**config.mk**
```make
export PLATFORM = sky130hd
export DESIGN_NAME = ffe_sample_feeder_flat
export DESIGN_NICKNAME = d
export VERILOG_FILES = /design/src/rtl/ffe_sample_feeder_pkg.sv /design/src/rtl/ffe_sample_feeder_if.sv /design/src/rtl/ffe_sample_feeder_fifo.sv /design/src/rtl/ffe_sample_feeder.sv /design/src/flat_wrapper.sv
export SDC_FILE = /design/constraint.sdc
export NUM_CORES = 1
export LEC_CHECK = 0
export CORE_MARGIN = 2
export CORE_UTILIZATION = 38
export CTS_CLUSTER_SIZE = 24
export DETAILED_ROUTE_END_ITERATION = 8
export GPL_ROUTABILITY_DRIVEN = 1
export PLACE_DENSITY_LB_ADDON = 0.3
export SLEW_MARGIN = 0
export SYNTH_ARGS = -nofsm -noshare
export SYNTH_HDL_FRONTEND = slang
export SYNTH_SLANG_ARGS = --single-unit
```
**constraint.sdc**
```tcl
create_clock -name clk -period 2.4 [get_ports clk]
set_clock_uncertainty 0.2 [all_clocks]
set_input_delay 0.24 -clock clk [delete_from_list [all_inputs] [get_ports clk]]
set_output_delay 0.24 -clock clk [all_outputs]
set_load 0.02 [all_outputs]
```
**src/rtl/ffe_sample_feeder_pkg.sv**
```systemverilog
// Shared FFE definitions: Q6.6 sample format, tap count and the feeder state encoding.
package ffe_sample_feeder_pkg;

    localparam int FFE_SAMPLE_W  = 12;
    localparam int FFE_Q_FRAC    = 6;   // Q6.6: 6 integer bits, 6 fraction bits
    localparam int FFE_NUM_TAPS  = 4;

    typedef enum logic {
        ST_IDLE = 1'b0,
        ST_RUN  = 1'b1
    } feeder_state_e;

endpackage

```
**src/rtl/ffe_sample_feeder_if.sv**
```systemverilog
// Upstream sample handshake plus the FFE-facing strobe/data and status signals.
interface ffe_sample_feeder_if #(
    parameter int WIDTH = 12,
    parameter int DEPTH = 8
);
    localparam int LW = $clog2(DEPTH) + 1;

    logic                    in_valid;
    logic signed [WIDTH-1:0] in_data;
    logic                    in_ready;
    logic                    flush;
    logic                    load_sig;
    logic signed [WIDTH-1:0] ffe_in_data;
    logic [LW-1:0]           fifo_level;
    logic                    underrun;

    modport master (
        output in_valid, in_data, flush,
        input  in_ready, load_sig, ffe_in_data, fifo_level, underrun
    );

    modport slave (
        input  in_valid, in_data, flush,
        output in_ready, load_sig, ffe_in_data, fifo_level, underrun
    );

endinterface

```
**src/rtl/ffe_sample_feeder_fifo.sv**
```systemverilog
// Synchronous FIFO with registered level; storage is unreset and read combinationally at the head.
module ffe_sync_fifo #(
    parameter int  WIDTH = 12,
    parameter int  DEPTH = 8,
    localparam int AW    = $clog2(DEPTH),
    localparam int LW    = AW + 1
) (
    input  logic             clk,
    input  logic             rst,
    input  logic             flush_i,
    input  logic             push_i,
    input  logic             pop_i,
    input  logic [WIDTH-1:0] data_i,
    output logic [WIDTH-1:0] data_o,
    output logic [LW-1:0]    level_o,
    output logic             full_o,
    output logic             empty_o
);

    logic [WIDTH-1:0] mem_q [DEPTH];
    logic [AW-1:0]    wr_ptr_q, wr_ptr_d;
    logic [AW-1:0]    rd_ptr_q, rd_ptr_d;
    logic [LW-1:0]    level_q, level_d;
    logic             do_push, do_pop;

    assign full_o  = (level_q == LW'(DEPTH));
    assign empty_o = (level_q == '0);
    assign level_o = level_q;
    assign data_o  = mem_q[rd_ptr_q];

    assign do_push = push_i && !full_o;
    assign do_pop  = pop_i && !empty_o;

    // Pointers are exactly AW bits, so increment wraps modulo DEPTH for free.
    always_comb begin
        wr_ptr_d = wr_ptr_q;
        rd_ptr_d = rd_ptr_q;
        level_d  = level_q;
        if (flush_i) begin
            wr_ptr_d = '0;
            rd_ptr_d = '0;
            level_d  = '0;
        end else begin
            if (do_push) wr_ptr_d = wr_ptr_q + AW'(1);
            if (do_pop)  rd_ptr_d = rd_ptr_q + AW'(1);
            level_d = level_q + LW'(do_push) - LW'(do_pop);
        end
    end

    always_ff @(posedge clk) begin
        if (rst) begin
            wr_ptr_q <= '0;
            rd_ptr_q <= '0;
            level_q  <= '0;
        end else begin
            wr_ptr_q <= wr_ptr_d;
            rd_ptr_q <= rd_ptr_d;
            level_q  <= level_d;
        end
    end

    always_ff @(posedge clk) begin
        if (do_push) mem_q[wr_ptr_q] <= data_i;
    end

endmodule

```
**src/rtl/ffe_sample_feeder.sv**
```systemverilog
// Buffers upstream samples and releases one to the FFE every PERIOD clocks once primed.
module ffe_sample_feeder
    import ffe_sample_feeder_pkg::*;
#(
    parameter int  WIDTH       = FFE_SAMPLE_W,
    parameter int  DEPTH       = 8,
    parameter int  PERIOD      = FFE_NUM_TAPS,
    parameter int  START_LEVEL = 2,
    localparam int LW          = $clog2(DEPTH) + 1,
    localparam int PW          = (PERIOD > 1) ? $clog2(PERIOD) : 1
) (
    input  logic                clk,
    input  logic                rst,
    ffe_sample_feeder_if.slave  bus
);

    feeder_state_e    state_q;
    logic [PW-1:0]    phase_q;
    logic             load_q;
    logic [WIDTH-1:0] data_q;
    logic             underrun_q;

    logic [WIDTH-1:0] fifo_data;
    logic [LW-1:0]    fifo_level;
    logic             fifo_full, fifo_empty, pop, slot;

    assign slot = (state_q == ST_RUN) && (phase_q == '0);
    assign pop  = slot && !fifo_empty && !bus.flush;

    ffe_sync_fifo #(.WIDTH(WIDTH), .DEPTH(DEPTH)) u_fifo (
        .clk     (clk),
        .rst     (rst),
        .flush_i (bus.flush),
        .push_i  (bus.in_valid),
        .pop_i   (pop),
        .data_i  (bus.in_data),
        .data_o  (fifo_data),
        .level_o (fifo_level),
        .full_o  (fifo_full),
        .empty_o (fifo_empty)
    );

    always_ff @(posedge clk) begin
        if (rst) begin
            state_q    <= ST_IDLE;
            phase_q    <= '0;
            load_q     <= 1'b0;
            data_q     <= '0;
            underrun_q <= 1'b0;
        end else if (bus.flush) begin
            state_q    <= ST_IDLE;
            phase_q    <= '0;
            load_q     <= 1'b0;
            underrun_q <= 1'b0;
        end else begin
            load_q <= 1'b0;
            case (state_q)
                ST_IDLE: begin
                    if (fifo_level >= LW'(START_LEVEL)) begin
                        state_q <= ST_RUN;
                        phase_q <= '0;
                    end
                end
                ST_RUN: begin
                    phase_q <= (phase_q == PW'(PERIOD - 1)) ? '0 : phase_q + PW'(1);
                    // An empty slot aborts the run; re-priming is needed before the next pulse.
                    if (slot && fifo_empty) begin
                        underrun_q <= 1'b1;
                        state_q    <= ST_IDLE;
                        phase_q    <= '0;
                    end else if (slot) begin
                        load_q <= 1'b1;
                        data_q <= fifo_data;
                    end
                end
                default: state_q <= ST_IDLE;
            endcase
        end
    end

    assign bus.in_ready    = !fifo_full;
    assign bus.load_sig    = load_q;
    assign bus.ffe_in_data = data_q;
    assign bus.fifo_level  = fifo_level;
    assign bus.underrun    = underrun_q;

endmodule

```
**src/flat_wrapper.sv**
```systemverilog
// flat-port wrapper written by rule: the top's interface ports become plain ports
module ffe_sample_feeder_flat import ffe_sample_feeder_pkg::*;
#(
    parameter int  WIDTH       = FFE_SAMPLE_W,
    parameter int  DEPTH       = 8,
    parameter int  PERIOD      = FFE_NUM_TAPS,
    parameter int  START_LEVEL = 2,
    localparam int LW          = $clog2(DEPTH) + 1,
    localparam int PW          = (PERIOD > 1) ? $clog2(PERIOD) : 1
)
  (clk, rst, bus_in_valid, bus_in_data, bus_flush, bus_in_ready, bus_load_sig, bus_ffe_in_data, bus_fifo_level, bus_underrun);
  ffe_sample_feeder_if #(.WIDTH(WIDTH), .DEPTH(DEPTH)) bus_i ();
  input  logic clk;
  input  logic rst;
  input wire logic [$bits(bus_i.in_valid)-1:0] bus_in_valid;
  input wire logic [$bits(bus_i.in_data)-1:0] bus_in_data;
  input wire logic [$bits(bus_i.flush)-1:0] bus_flush;
  output wire logic [$bits(bus_i.in_ready)-1:0] bus_in_ready;
  output wire logic [$bits(bus_i.load_sig)-1:0] bus_load_sig;
  output wire logic [$bits(bus_i.ffe_in_data)-1:0] bus_ffe_in_data;
  output wire logic [$bits(bus_i.fifo_level)-1:0] bus_fifo_level;
  output wire logic [$bits(bus_i.underrun)-1:0] bus_underrun;
  assign bus_i.in_valid = bus_in_valid;
  assign bus_i.in_data = bus_in_data;
  assign bus_i.flush = bus_flush;
  assign bus_in_ready = bus_i.in_ready;
  assign bus_load_sig = bus_i.load_sig;
  assign bus_ffe_in_data = bus_i.ffe_in_data;
  assign bus_fifo_level = bus_i.fifo_level;
  assign bus_underrun = bus_i.underrun;
  ffe_sample_feeder #(.WIDTH(WIDTH), .DEPTH(DEPTH), .PERIOD(PERIOD), .START_LEVEL(START_LEVEL)) u_core (.clk(clk), .rst(rst), .bus(bus_i));
endmodule
```
# After elaboration in Yosys (flattened, before gate mapping)
# Memories as Yosys holds them, arrays and structs flattened. A register that Yosys moved wholly into a read port is not among the register bits.
# Cells that the tools add are included.
# op_classes
n_addsub	5
n_mul	0
div_mod_pow	0
magnitude_cmp	1
eq_ne	3
shift	0
n_mux	10
bitwise	3
reduce_logical	15
# op_table
cell	count
3-bit by 1-bit adder with 3-bit output (second input constant)	2
1-bit logical AND	6
2-bit 2-to-1 mux	3
1-bit 2-to-1 mux	5
4-bit by 1-bit adder with 4-bit output	1
4-bit == test (second input constant)	1
4-bit by 2-bit >= comparator with 1-bit output (second input constant)	1
4-bit logical NOT	1
2-bit case mux with 2 select lines	1
4-bit AND reduction	1
4-bit OR reduction	1
4-bit by 1-bit subtractor with 4-bit output	1
1-bit logical NOT	3
1-bit inverter	3
2-bit by 1-bit adder with 2-bit output (second input constant)	1
2-bit == test (second input constant)	1
2-bit logical NOT	1
2-bit by 1-bit inequality test with 1-bit output (second input constant)	1
1-bit case mux with 2 select lines	1
2-bit AND reduction	1
2-bit OR reduction	1
# totals
register_bits	15
latchBits	0
mem_bits_rw	96
rom_bits	0
inputBits	16
out_inout_bits	19
word_cells	45
mem_count	1
# memory_table
memory	depth	word_bits	rd	rd_clocked_by_memory_dff	wr	line_no	text
u_core.u_fifo.mem_q	8	12	1	1	1	ffe_sample_feeder_fifo.sv:20	logic [WIDTH-1:0] mem_q [DEPTH];

# Longest topological paths before layout
# logic_depth
depth_word	6
ltp_mapped	12
depth_no_buf	11

# Modules after synthesis
# A second synthesis with hierarchy kept.
# unflattened
hier_cells	296
hier_area_um2	5053.6
# modules_own_cells
mod	instances	cells_per_inst	area_per_inst_um2	seq_area_each_um2
ffe_sync_fifo	1	220	4403.0	3143.0
ffe_sample_feeder	1	76	650.6	340.3

# Worst setup path before layout
# OpenSTA, ideal clock, no wires.
# synth_path
path_type	reg-to-reg
startpoint	register u_core.u_fifo.level_q[2] (netlist: u_core.u_fifo.level_o[2])
endpoint	memory u_core.u_fifo.mem_q[0][0] (enable)
setup_time_ns	0.396
t_arrival_ns	2.294
required_time_ns	1.804
slack_ns	-0.490
path_stages_with_launch	8
n_path_buf	1
period_less_slack_ns	2.890
cell_sequence	dfxtp_1 inv_1 ha_1 or3b_1 buf_2 nand2_1 or2_1 nor3_1
# synth_via
elab_chain_cells	5
# synth_lines
item	line_no	text
start: declaration	ffe_sample_feeder_fifo.sv:23	logic [LW-1:0] level_q, level_d;
start signal: assignment	ffe_sample_feeder_fifo.sv:58	level_q <= level_d;
4-bit == test	ffe_sample_feeder_fifo.sv:26	assign full_o = (level_q == LW'(DEPTH));
1-bit logical NOT	n/a	
named net bus_in_ready	flat_wrapper.sv:18	output wire logic [$bits(bus_i.in_ready)-1:0] bus_in_ready;
1-bit logical AND	ffe_sample_feeder_fifo.sv:31	assign do_push = push_i && !full_o;
1-bit 2-to-1 mux	ffe_sample_feeder_fifo.sv:63	if (do_push) mem_q[wr_ptr_q] <= data_i;
1-bit 2-to-1 mux (not written as such)	ffe_sample_feeder_fifo.sv:63	
end: declaration	ffe_sample_feeder_fifo.sv:20	
# The timed path passes the listed nets, and every way through them passes these cells.

# Worst setup path after layout
# layout_path
startpoint	register u_core.u_fifo.level_q[2] (netlist: u_core.u_fifo.level_o[2])
endpoint	register u_core.u_fifo.level_q[1] (netlist: u_core.u_fifo.level_o[1])
# layout_via
elab_chain_cells	6
word_cells_on_any_way	10
cone_classes	2 x add/sub; 1 x eq/ne; 7 x reduce/logical
# layout_lines
item	line_no	text
parallel branches: the longest is 5 deep, another holds 4-bit by 1-bit adder with 4-bit output	n/a	
4-bit by 1-bit subtractor with 4-bit output *	ffe_sample_feeder_fifo.sv:46	level_d = level_q + LW'(do_push) - LW'(do_pop);
# Mark *: on every way between the ends.
# A chain may end at the register's enable or synchronous reset.

==> impl_metrics.json <==
{
  "place_inst": 490,
  "period_share": 0.992,
  "detailed_place_hpwl_um": 5910,
  "route.antenna.remaining_nets": 0,
  "end_kind": "flip-flop",
  "gr_ovfl_total": 0,
  "worst_setup_sp": "u_core.u_fifo.level_o[2]$_SDFF_PP0_",
  "detailroute.via_count": 2540,
  "unrepaired_setup_endpoints_after_global_routing": "yes",
  "synth_largest_type_area_fraction": 0.585,
  "setup.worst_path.class": "flip-flop to flip-flop",
  "final_core_utilization": 0.499,
  "power.density_cell_area_mw_per_mm2": 823,
  "chipHeight_um": 118,
  "timing.final.hold_violations": 0,
  "reg2reg_depth": 10,
  "num_io_pins": 35,
  "antenna_found_initial": 0,
  "yosys_warnings": 0,
  "detail_route.first_pass.iterations": 4,
  "max_clock_freq_ghz": 0.420,
  "run_status": "finished, final reports clean",
  "cts_sinks": 123,
  "critical_path.reg2reg.startpoint": "u_core.u_fifo.level_o[2]$_SDFF_PP0_",
  "async_sr_flop_fraction": 0,
  "syn_inst": 275,
  "crit_arrival_ps": 2520,
  "crit_path_max_fanout": 3,
  "cap_viol_max_count": 0,
  "track_usage": 0.141,
  "buffer_ports.inserted": 34,
  "drt-vias-per-instance": 4.84,
  "clk_path_buf_depth": 2,
  "critical_path_s_largest_stage_delay_ps": 520,
  "netlist_top_cells_area": "sky130_fd_sc_hd__edfxtp_1 (58%), sky130_fd_sc_hd__dfxtp_1 (11%), sky130_fd_sc_hd__mux4_2 (8.7%)",
  "rrSetupSlack_ps": 20,
  "slowest_stage": "sky130_fd_sc_hd__fa_2",
  "drc": 0,
  "cp-endpoint": "u_core.u_fifo.level_o[1]$_SDFF_PP0_",
  "dieArea_mm2": 0.0139,
  "timing.critical_path.max_delay_family": "adder cells",
  "synth.top_cells.by_count": "sky130_fd_sc_hd__edfxtp_1 (96), sky130_fd_sc_hd__nor2_1 (30), sky130_fd_sc_hd__dfxtp_1 (27)",
  "max_slew_vio_count": 0,
  "yosys.area.top_type": "sky130_fd_sc_hd__edfxtp_1",
  "first_pass_grt_wire_length_um": 14400,
  "crit_top_cell": "sky130_fd_sc_hd__ha_4",
  "peakVddDrop_uv": 573,
  "dr.first_iter.drc_count": 139,
  "synth-edff-count": 96,
  "clock_latency_ps": 410,
  "routabilityCongestion": 0.734,
  "max-slew-margin-rel": 0.682,
  "sequential_to_total_area_share_from_yosys_stat": 0.694,
  "critical_path.reg2reg.endpoint": "u_core.u_fifo.level_o[1]$_SDFF_PP0_",
  "wl_per_cell_um": 17.4,
  "die_x_um": 118,
  "synth.avg_cell_area_um2": 17.9,
  "routed_wirelength_um": 9150,
  "clockRootBuffer": "sky130_fd_sc_hd__clkbuf_16",
  "tightestPinTransition_ps": 477,
  "leakage_nw": 2.08,
  "via_count_of_the_first_global_routing_pass": 2582,
  "htree_levels": 4,
  "fillerInstances": 1059,
  "dominantRegCellSynth": "sky130_fd_sc_hd__edfxtp_1",
  "period_needed_ps": 2380,
  "core.rowCount": 41,
  "post-synth-top-count-cell": "sky130_fd_sc_hd__edfxtp_1",
  "floorplan.initialDensity": 0.391,
  "layoutNonFillerInstCount": 525,
  "diodes": 0,
  "hold_path.class": "flip-flop to flip-flop",
  "mappedNetlistNets": 302,
  "final_number_of_setup_violating_endpoints": 0,
  "flow.area_growth_from_synthesis_pct": 27.7,
  "setup_ws_ps": 19.4,
  "yosys_register_bits": 123,
  "cts_made_buffers": 17,
  "design.core.area_mm2": 0.0126,
  "tritoncts": "yes",
  "fraction_of_final_layout_cells_with_drive_strength_greater_than_1": 0.334,
  "worstSetupStartpointType": "flip-flop",
  "cp_num_buf_inv": 3,
  "netlist-cell-type-count": 38,
  "post-place-ws_ps": -7.62,
  "crit_path_cell_trace": "inv_4, ha_4, or3b_4, and2_4, ha_4, inv_2, ha_4, fa_2, inv_2, nor2_2",
  "synth_area_mm2": 0.00493,
  "final_net_count": 367,
  "worstHoldPathCells": 2,
  "grt_start_max_net_pins": 17,
  "finalPower_mw": 5.18,
  "required_ps": 2540,
  "clkSlewWorstSetupHoldPaths_ps": 50,
  "cp_num_cells": 10
}
==> layer usage <==
layer / up-vias / share of wire / GRT usage
li1: 1195 / - / -
met1: 1285 / 0.45 / 0.175
met2: 48 / 0.50 / 0.229
met3: 12 / 0.027 / 0.0363
met4: 0 / 0.018 / 0.0700
met5: - / 0 / 0
==> final cells by class <==
cell class / count / area, um^2 / area share
clock buffers: 19 / 433 / 0.0688
clock inverters: 13 / 196 / 0.0312
inverters: 10 / 40.0 / 0.00636
multi-input cells: 129 / 1430 / 0.227
flip-flops and latches: 123 / 3430 / 0.545
well taps: 172 / 215 / 0.0342
repair buffers: 59 / 552 / 0.0876
==> registers in the layout, summed over array words and instances, names as in the netlist, 2 cells and up <==
| register | cells |
|---|---|
| u_core.phase_q | 2 |
| u_core.u_fifo.rd_ptr_q | 3 |
| u_core.u_fifo.wr_ptr_q | 3 |
| u_core.u_fifo.mem_q | 96 |
| u_core.u_fifo.level_o | 4 |
| u_core.bus.ffe_in_data | 12 |
==> kinds of logic after synthesis <==
kind of cell | after synthesis | share of synthesized area
DFF | 123 | 0.694
and+or+nand+nor | 70 | 0.0840
muxes | 25 | 0.115
buffers and inverters | 23 | 0.0322
AOI/OAI and AO/OA | 18 | 0.0358
adders and majority gates | 11 | 0.0294
xor gates and xnor gates | 5 | 0.00888
==> where the power goes <==
group / internal, mW / switching (mW)
Sequential: 2.32 / 0.00991
Clock: 1.83 / 0.860
Combinational: 0.0749 / 0.0822
==> per-stage QoR <==
stage | TNS [ps] | hold slack [ps] | instance area [um^2]
finish | 0 | 276 | 6300
global route | -58.2 | 310 | 6300
CTS | 0 | 284 | 6280
detailed placement | -7.62 | 273 | 5630
global placement | 0 | 256 | 5630
floorplan | -331 | 110 | 5010
==> layout by cell type (no fill, tap or decap), drive strengths merged, types with 2 or more instances in the layout <==
master	count
o22ai	12
nor2	30
dfxtp	27
a21oi	5
edfxtp	96
inv	12
nand2	6
clkinv	5
nor2b	2
ha	10
nand2b	2
clkdlybuf4s50	33
clkbuf	19
or2	2
mux4	24
nand3	6
or3b	2
bufinv	5
xnor2	4
nor3	15
buf	25
==> what timing repair did <==
action / 4_1_cts / 5_1_grt
hold buffers: 0 / 0
pin swaps: 0 / 3
gates resized for setup: 1 / 5
buffers inserted: 2 / 1
setup endpoints to repair: 2 / 3
==> tightest hold or removal path: stages, from the launching register on <==
cell,delay (ps)
sky130_fd_sc_hd__dfxtp_1,320
sky130_fd_sc_hd__nor2_1,50
sky130_fd_sc_hd__nor2_1,70
==> worst min-delay path by stage <==
| stage | start | endpoint | slack (ps) |
|---|---|---|---|
| 2_1_floorplan | rst | u_core.bus.ffe_in_data[0]$_SDFFE_PP0P_ | 110 |
| 3_3_place_gp | u_core.bus.underrun$_SDFFE_PP0P_ | u_core.bus.underrun$_SDFFE_PP0P_ | 260 |
| 3_5_place_dp | u_core.bus.underrun$_SDFFE_PP0P_ | u_core.bus.underrun$_SDFFE_PP0P_ | 270 |
| 4_1_cts | u_core.bus.underrun$_SDFFE_PP0P_ | u_core.bus.underrun$_SDFFE_PP0P_ | 280 |
| 5_1_grt | u_core.phase_q[0]$_SDFFE_PP0P_ | u_core.phase_q[0]$_SDFFE_PP0P_ | 310 |
| 6_report | u_core.bus.underrun$_SDFFE_PP0P_ | u_core.bus.underrun$_SDFFE_PP0P_ | 280 |
No activity file was read; power rests on OpenSTA's default activity.
